### src/rtl/fpu_op_issuer.sv
// fpu_op_issuer: queues FPU operation commands, drives each one into a
// combinational FPU, holds the inputs until the datapath has settled, then
// captures the result and flags and returns them, tagged, in command order.
module fpu_op_issuer #(
    parameter int SETTLE_CYCLES = 2,
    parameter int FIFO_DEPTH    = 4,
    parameter int TAG_W         = 4
) (
    input  logic             clk,
    input  logic             rst_n,
    input  logic             cmd_valid,
    output logic             cmd_ready,
    input  logic             cmd_sp_dp,
    input  logic [1:0]       cmd_op,
    input  logic [63:0]      cmd_a,
    input  logic [63:0]      cmd_b,
    input  logic [TAG_W-1:0] cmd_tag,
    output logic             fpu_sp_dp,
    output logic [1:0]       fpu_opCode,
    output logic [31:0]      fpu_a_sp,
    output logic [31:0]      fpu_b_sp,
    output logic [63:0]      fpu_a_dp,
    output logic [63:0]      fpu_b_dp,
    input  logic [31:0]      fpu_result_sp,
    input  logic [63:0]      fpu_result_dp,
    input  logic             fpu_overflow,
    input  logic             fpu_underflow,
    output logic             rsp_valid,
    input  logic             rsp_ready,
    output logic [63:0]      rsp_result,
    output logic             rsp_overflow,
    output logic             rsp_underflow,
    output logic [TAG_W-1:0] rsp_tag,
    output logic             busy
);

    localparam int PTR_W = $clog2(FIFO_DEPTH);
    localparam int CNT_W = $clog2(SETTLE_CYCLES + 1);

    typedef struct packed {
        logic             sp_dp;
        logic [1:0]       op;
        logic [63:0]      a;
        logic [63:0]      b;
        logic [TAG_W-1:0] tag;
    } cmd_t;

    typedef enum logic [1:0] {
        IDLE = 2'd0,
        WAIT = 2'd1,
        RESP = 2'd2
    } state_t;

    state_t           state;
    state_t           next_state;

    // Command queue: pointers carry one extra wrap bit to tell full from empty.
    cmd_t             mem [FIFO_DEPTH];
    logic [PTR_W:0]   wr_ptr;
    logic [PTR_W:0]   rd_ptr;
    logic             full;
    logic             empty;
    logic             push;
    logic             pop;
    logic             capture;
    cmd_t             push_entry;
    cmd_t             head_entry;

    // Operation currently presented to the FPU; only a pop changes it.
    cmd_t             drive;
    logic [CNT_W-1:0] cnt;

    assign empty      = (wr_ptr == rd_ptr);
    assign full       = (wr_ptr[PTR_W] != rd_ptr[PTR_W]) &&
                        (wr_ptr[PTR_W-1:0] == rd_ptr[PTR_W-1:0]);
    assign cmd_ready  = !full;
    assign push       = cmd_valid && !full;
    assign push_entry = {cmd_sp_dp, cmd_op, cmd_a, cmd_b, cmd_tag};
    assign head_entry = mem[rd_ptr[PTR_W-1:0]];

    assign fpu_sp_dp  = drive.sp_dp;
    assign fpu_opCode = drive.op;
    assign fpu_a_sp   = drive.a[31:0];
    assign fpu_b_sp   = drive.b[31:0];
    assign fpu_a_dp   = drive.a;
    assign fpu_b_dp   = drive.b;

    assign busy       = (state != IDLE) || !empty;

    // Queue storage write; contents are don't-care until the pointers say otherwise.
    always_ff @(posedge clk) begin
        if (push) begin
            mem[wr_ptr[PTR_W-1:0]] <= push_entry;
        end
    end

    // Queue pointers; a simultaneous push and pop both advance.
    always_ff @(posedge clk or negedge rst_n) begin
        if (!rst_n) begin
            wr_ptr <= '0;
            rd_ptr <= '0;
        end else begin
            if (push) wr_ptr <= wr_ptr + 1'b1;
            if (pop)  rd_ptr <= rd_ptr + 1'b1;
        end
    end

    // State register.
    always_ff @(posedge clk or negedge rst_n) begin
        if (!rst_n) begin
            state <= IDLE;
        end else begin
            state <= next_state;
        end
    end

    // Next state, pop and capture decisions.
    always_comb begin
        next_state = state;
        pop        = 1'b0;
        capture    = 1'b0;
        case (state)
            IDLE: begin
                if (!empty) begin
                    pop        = 1'b1;
                    next_state = WAIT;
                end
            end
            WAIT: begin
                if (cnt == CNT_W'(1)) begin
                    capture    = 1'b1;
                    next_state = RESP;
                end
            end
            RESP: begin
                if (rsp_ready) begin
                    if (!empty) begin
                        pop        = 1'b1;
                        next_state = WAIT;
                    end else begin
                        next_state = IDLE;
                    end
                end
            end
            default: next_state = IDLE;
        endcase
    end

    // Drive registers, settle counter and response capture.
    always_ff @(posedge clk or negedge rst_n) begin
        if (!rst_n) begin
            drive         <= '0;
            cnt           <= '0;
            rsp_valid     <= 1'b0;
            rsp_result    <= '0;
            rsp_overflow  <= 1'b0;
            rsp_underflow <= 1'b0;
            rsp_tag       <= '0;
        end else begin
            if (pop) begin
                drive <= head_entry;
                cnt   <= CNT_W'(SETTLE_CYCLES);
            end else if (state == WAIT) begin
                cnt <= cnt - CNT_W'(1);
            end

            if (capture) begin
                rsp_valid     <= 1'b1;
                rsp_result    <= drive.sp_dp ? fpu_result_dp : {32'b0, fpu_result_sp};
                rsp_overflow  <= fpu_overflow;
                rsp_underflow <= fpu_underflow;
                rsp_tag       <= drive.tag;
            end else if (state == RESP && rsp_ready) begin
                rsp_valid <= 1'b0;
            end
        end
    end

endmodule

### config.mk
export PLATFORM = sky130hd
export DESIGN_NAME = fpu_op_issuer
export DESIGN_NICKNAME = d
export VERILOG_FILES = /design/src/rtl/fpu_op_issuer.sv
export SDC_FILE = /design/constraint.sdc
export NUM_CORES = 1
export LEC_CHECK = 0
export ABC_CLOCK_PERIOD_IN_PS = 9800
export BUFFER_PORTS_ARGS = -buffer_cell sky130_fd_sc_hd__buf_2
export CAP_MARGIN = 15
export CORE_UTILIZATION = 55
export CTS_CLUSTER_SIZE = 20
export DETAILED_ROUTE_END_ITERATION = 8
export GPL_TIMING_DRIVEN = 0
export PLACE_DENSITY = 0.88
export SYNTH_ARGS = -nofsm -noshare
export SYNTH_HDL_FRONTEND = slang
export SYNTH_SLANG_ARGS = --single-unit
### constraint.sdc
create_clock -name clk -period 9.8 [get_ports clk]
set_clock_uncertainty 0.2 [all_clocks]
set_input_delay 1.47 -clock clk [delete_from_list [all_inputs] [get_ports clk]]
set_output_delay 1.47 -clock clk [all_outputs]
set_load 0.03 [all_outputs]
==> flow_summary_export.csv <==
group,metric,value,unit
status,result_of_the_run,"complete, no violations",
finish,fin_nets,2366,
critical_path,criticalPathCategory,"in2reg",
critical_path,worst_r2r_path_depth,5,
clock_network,clkTransAtPathRegs,60,ps
floorplan,die_area,54300,um^2
synthesis,synth-warning-count,0,
synthesis,synth-simple-area-share,1.53,%
timing,tcrit_tclk_final,36.4,%
critical_path,worst_ep_required_time,9880,ps
timing,worst-slew-pin-transition,1060,ps
grt,largest_net_degree_at_the_start_of_global_routing,107,
synthesis,yosys-top-cells-area,"sky130_fd_sc_hd__edfxtp_1 55%, sky130_fd_sc_hd__dfrtp_1 18%, sky130_fd_sc_hd__mux4_2 10%, sky130_fd_sc_hd__buf_4 5.2%, sky130_fd_sc_hd__mux2_2 3.0%",
clock_network,numCtsBuffers,76,
timing,whs,276,ps
timing,post-route-min-period,3570,ps
critical_path,worst-endpoint-arrival,3650,ps
synthesis,synthAdderAreaFrac,0.256,%
synthesis,synth_seq_area_share,73.7,%
pwr,clkPwrFrac,22.5,%
synthesis,synth.distinct_cells,29,
routing,drt-total-wl,72100,um
worst_hold_path,hold_path_startpoint,"rsp_result[11]",
floorplan,initial_utilization,55.7,%
finish,fraction_of_final_layout_cells_with_drive_strength_greater_than_1,49.6,%
clock_network,post_cts_hold_buffer_count,0,
grt,wire_length_of_the_first_global_routing_pass,106000,um
synthesis,synth_mux_area_share,16.9,%
critical_path,worst_path_dominant_cell_family,"simple AND/OR/NAND/NOR gates",
pwr,p_leak,0.0142,uW
synthesis,portion_of_synthesized_cell_area_occupied_by_the_leading_cell_type,55.2,%
pwr,sequentialPowerShare,37.6,%
synthesis,mappedNetlistArea,29400,um^2
routing,detail_route.drc_violations,0,
pwr,cellInternalPower,8360,uW
flow_run,drv.max_cap_violation_count,0,
synthesis,synth_top_area_cell,"sky130_fd_sc_hd__edfxtp_1",
critical_path,worstPathMaxFanout,51,
critical_path,worst-r2r-setup-slack,6460,ps
critical_path,cp_cell_sequence,"buf_2 > inv_1 > a31oi_1 > and2_4 > buf_16 > buf_16",
pwr,power.switching,4730,uW
clock_network,worstSkewPairLatency,600,ps
clock_network,cts_resized,0,
grt,grt_antenna_before_repair,19,
critical_path,crit-reg2reg-launch,"wr_ptr[0]",
timing,worst_slew_slack_as_a_fraction_of_its_limit,29.1,%
finish,layout.cells.non_filler,2886,
clock_network,cts_root_buffer,"sky130_fd_sc_hd__clkbuf_16",
clock_network,post_cts_setup_buffers,0,
critical_path,worst_r2r_endpoint,"mem[0][28]",
grt,first_global_vias,16836,
worst_hold_path,worstHoldPathType,"reg2reg",
routing,vias_per_cell,5.61,
floorplan,num_rows,84,
floorplan,die-width,233,um
synthesis,avgSynthCellArea,19.2,um^2
critical_path,cp-start-kind,"primary input",
clock_network,cts_tree,"yes",
placed_design,number_of_buffer_cells_added_on_primary_ports,504,
routing,drt-wirelength-per-cell,25.0,um
finish,layout.cells.most_common_list,"540 x sky130_fd_sc_hd__edfxtp_1, 526 x sky130_fd_sc_hd__buf_2, 216 x sky130_fd_sc_hd__dfrtp_1",
pwr,power.switching_fraction,36.2,%
synthesis,synth.net_count,1773,
routing,dr.pass1.iters,6,
finish,layout-area-overhead-vs-synth,21.4,%
worst_hold_path,min_delay_path_depth,2,
critical_path,crit_top_cell,"sky130_fd_sc_hd__buf_16",
timing,setup_tns,0,ps
critical_path,crit_buf_inv,4,
critical_path,critical-path-slowest-cell,"sky130_fd_sc_hd__and2_4",
timing,finalHoldViolations,0,
clock_network,clock_sinks,756,
timing,fmaxAchievable,280,MHz
routing,detailedRoute.firstIterationViolations,1213,
synthesis,flip_flop_and_latch_count_after_synthesis,756,
clock_network,htree_num_levels,3,
grt,grt.total_usage,27.0,%
routing,route.antenna.remaining_nets,0,
synthesis,largest_family_of_logic_cells_by_synthesized_area,"multiplexers",
synthesis,synth_compound_gate_area_share,1.30,%
clock_network,cts.path.max_buffers,3,
pwr,power-per-cell-area,367,nW/um^2
pwr,worst_ir_drop_vdd,0.280,mV
floorplan,die_y,233,um
synthesis,syn-instance-count,1530,
finish,most_common_library_cell_in_the_layout_ignoring_fill_and_taps,"sky130_fd_sc_hd__edfxtp_1",
timing,setup_repair_after_global_routing_missed_its_margin,"false",
floorplan,fp.coreArea,52700,um^2
grt,grt.overflow.total,0,
pwr,comb_power_share,39.8,%
routing,route.vias.total,16197,
timing,maxSlewViolCount,0,
placed_design,placed_cells_incl_taps,2733,
floorplan,num_io_pins,505,
timing,setup_viol_count_final,0,
critical_path,timing.critical_path.to_type,"register",
placed_design,detailedPlacementHpwl,46800,um
critical_path,critical-path-max-stage-delay,840,ps
worst_hold_path,min_delay_worst_endpoint,"rsp_result[11]",
synthesis,synth-xor-area-share,0.239,%
placed_design,rd_place_congestion,0.986,
power groups by stage:
stage                     registers [uW]  logic, uW  clock network (uW)
after floorplan                     5100       3500                   0
final                               4930       5220                2950
after global placement              5020       4980                   0
after global routing                5000       5520                3110
after CTS                           4900       5260                2990
after detailed placement            4940       5210                   0
state kept, by name (all words and copies together), names as in the netlist:
register and flops:
rsp_result 64, fpu_sp_dp 1, mem 540, wr_ptr 3, fpu_opCode 2, fpu_b_dp 64, state 2, rsp_overflow 1
fpu_a_dp 64, rd_ptr 3, rsp_tag 4, rsp_valid 1, rsp_underflow 1, drive 4, cnt 2
through the flow:
step	cell area [um^2]	setup slack, ps	total power [uW]	utilization [%]
global route	35600	6130	13600	67.7
finish	35600	6230	13100	67.7
detailed placement	33000	5600	10100	62.7
CTS	35600	6230	13200	67.6
floorplan	29400	4080	8590	-
global placement	32700	1310	10000	62.2
metal layers:
| metal | vias up | GRT usage [%] | wire (um) |
|---|---|---|---|
| li1 | 6871 | - | - |
| met3 | 203 | 8.39 | 6240 |
| met5 | - | 0 | 102 |
| met4 | 18 | 16.3 | 4280 |
| met2 | 774 | 45.3 | 36600 |
| met1 | 8331 | 30.2 | 24900 |
synth_stat cells:
library cell	number
sky130_fd_sc_hd__edfxtp_1	540
sky130_fd_sc_hd__mux2_2	79
sky130_fd_sc_hd__nand3b_1	1
sky130_fd_sc_hd__nand2b_1	2
sky130_fd_sc_hd__nor2_1	2
sky130_fd_sc_hd__xnor2_1	5
sky130_fd_sc_hd__nand4_1	1
sky130_fd_sc_hd__nor2b_1	1
sky130_fd_sc_hd__dfrtp_1	216
sky130_fd_sc_hd__nand3_1	2
sky130_fd_sc_hd__inv_1	5
sky130_fd_sc_hd__a311oi_2	1
sky130_fd_sc_hd__ha_1	6
sky130_fd_sc_hd__nand2_1	100
sky130_fd_sc_hd__a31oi_1	1
sky130_fd_sc_hd__buf_1	2
sky130_fd_sc_hd__and2_1	4
sky130_fd_sc_hd__o21bai_1	1
sky130_fd_sc_hd__o31ai_1	1
sky130_fd_sc_hd__mux2_1	63
sky130_fd_sc_hd__mux2i_1	32
sky130_fd_sc_hd__mux4_2	135
sky130_fd_sc_hd__a21oi_1	2
sky130_fd_sc_hd__o21ai_0	67
sky130_fd_sc_hd__buf_6	1
sky130_fd_sc_hd__buf_2	23
sky130_fd_sc_hd__clkbuf_1	31
sky130_fd_sc_hd__buf_4	203
sky130_fd_sc_hd__xor2_1	3
worst register-to-register path: stages (launching register included):
cell	delay, ps
sky130_fd_sc_hd__dfrtp_1	440
sky130_fd_sc_hd__xnor2_1	220
sky130_fd_sc_hd__a31oi_1	590
sky130_fd_sc_hd__and2_4	840
sky130_fd_sc_hd__buf_16	370
sky130_fd_sc_hd__buf_16	320
final cells by class:
| class | instances | area (um^2) |
|---|---|---|
| Inverter | 5 | 18.8 |
| Antenna cell | 11 | 27.5 |
| Buffer | 260 | 1770 |
| Fill cell | 3216 | 17000 |
| Tap cell | 688 | 861 |
| Multi-Input combinational cell | 509 | 5950 |
| Clock inverter | 40 | 389 |
| Timing Repair Buffer | 515 | 2810 |
| Clock buffer | 102 | 2190 |
| Sequential cell | 756 | 21600 |
kinds of logic after synthesis:
family,Yosys count
xor+xnor,8
simple gates,113
mux,309
compound gates,73
flops,756
buf+inv,265
fa+ha+maj,6
worst max path at each step:
stage,from,end,slack (ps),cells after the start
floorplan,cmd_valid,mem[3][0],4080,3
global placement,cmd_valid,mem[0][30],1310,4
detailed placement,cmd_valid,mem[2][30],5600,6
CTS,cmd_valid,mem[2][32],6230,6
global route,cmd_valid,mem[0][25],6130,6
finish,cmd_valid,mem[0][28],6230,6
(Power assumes the default switching activity.)
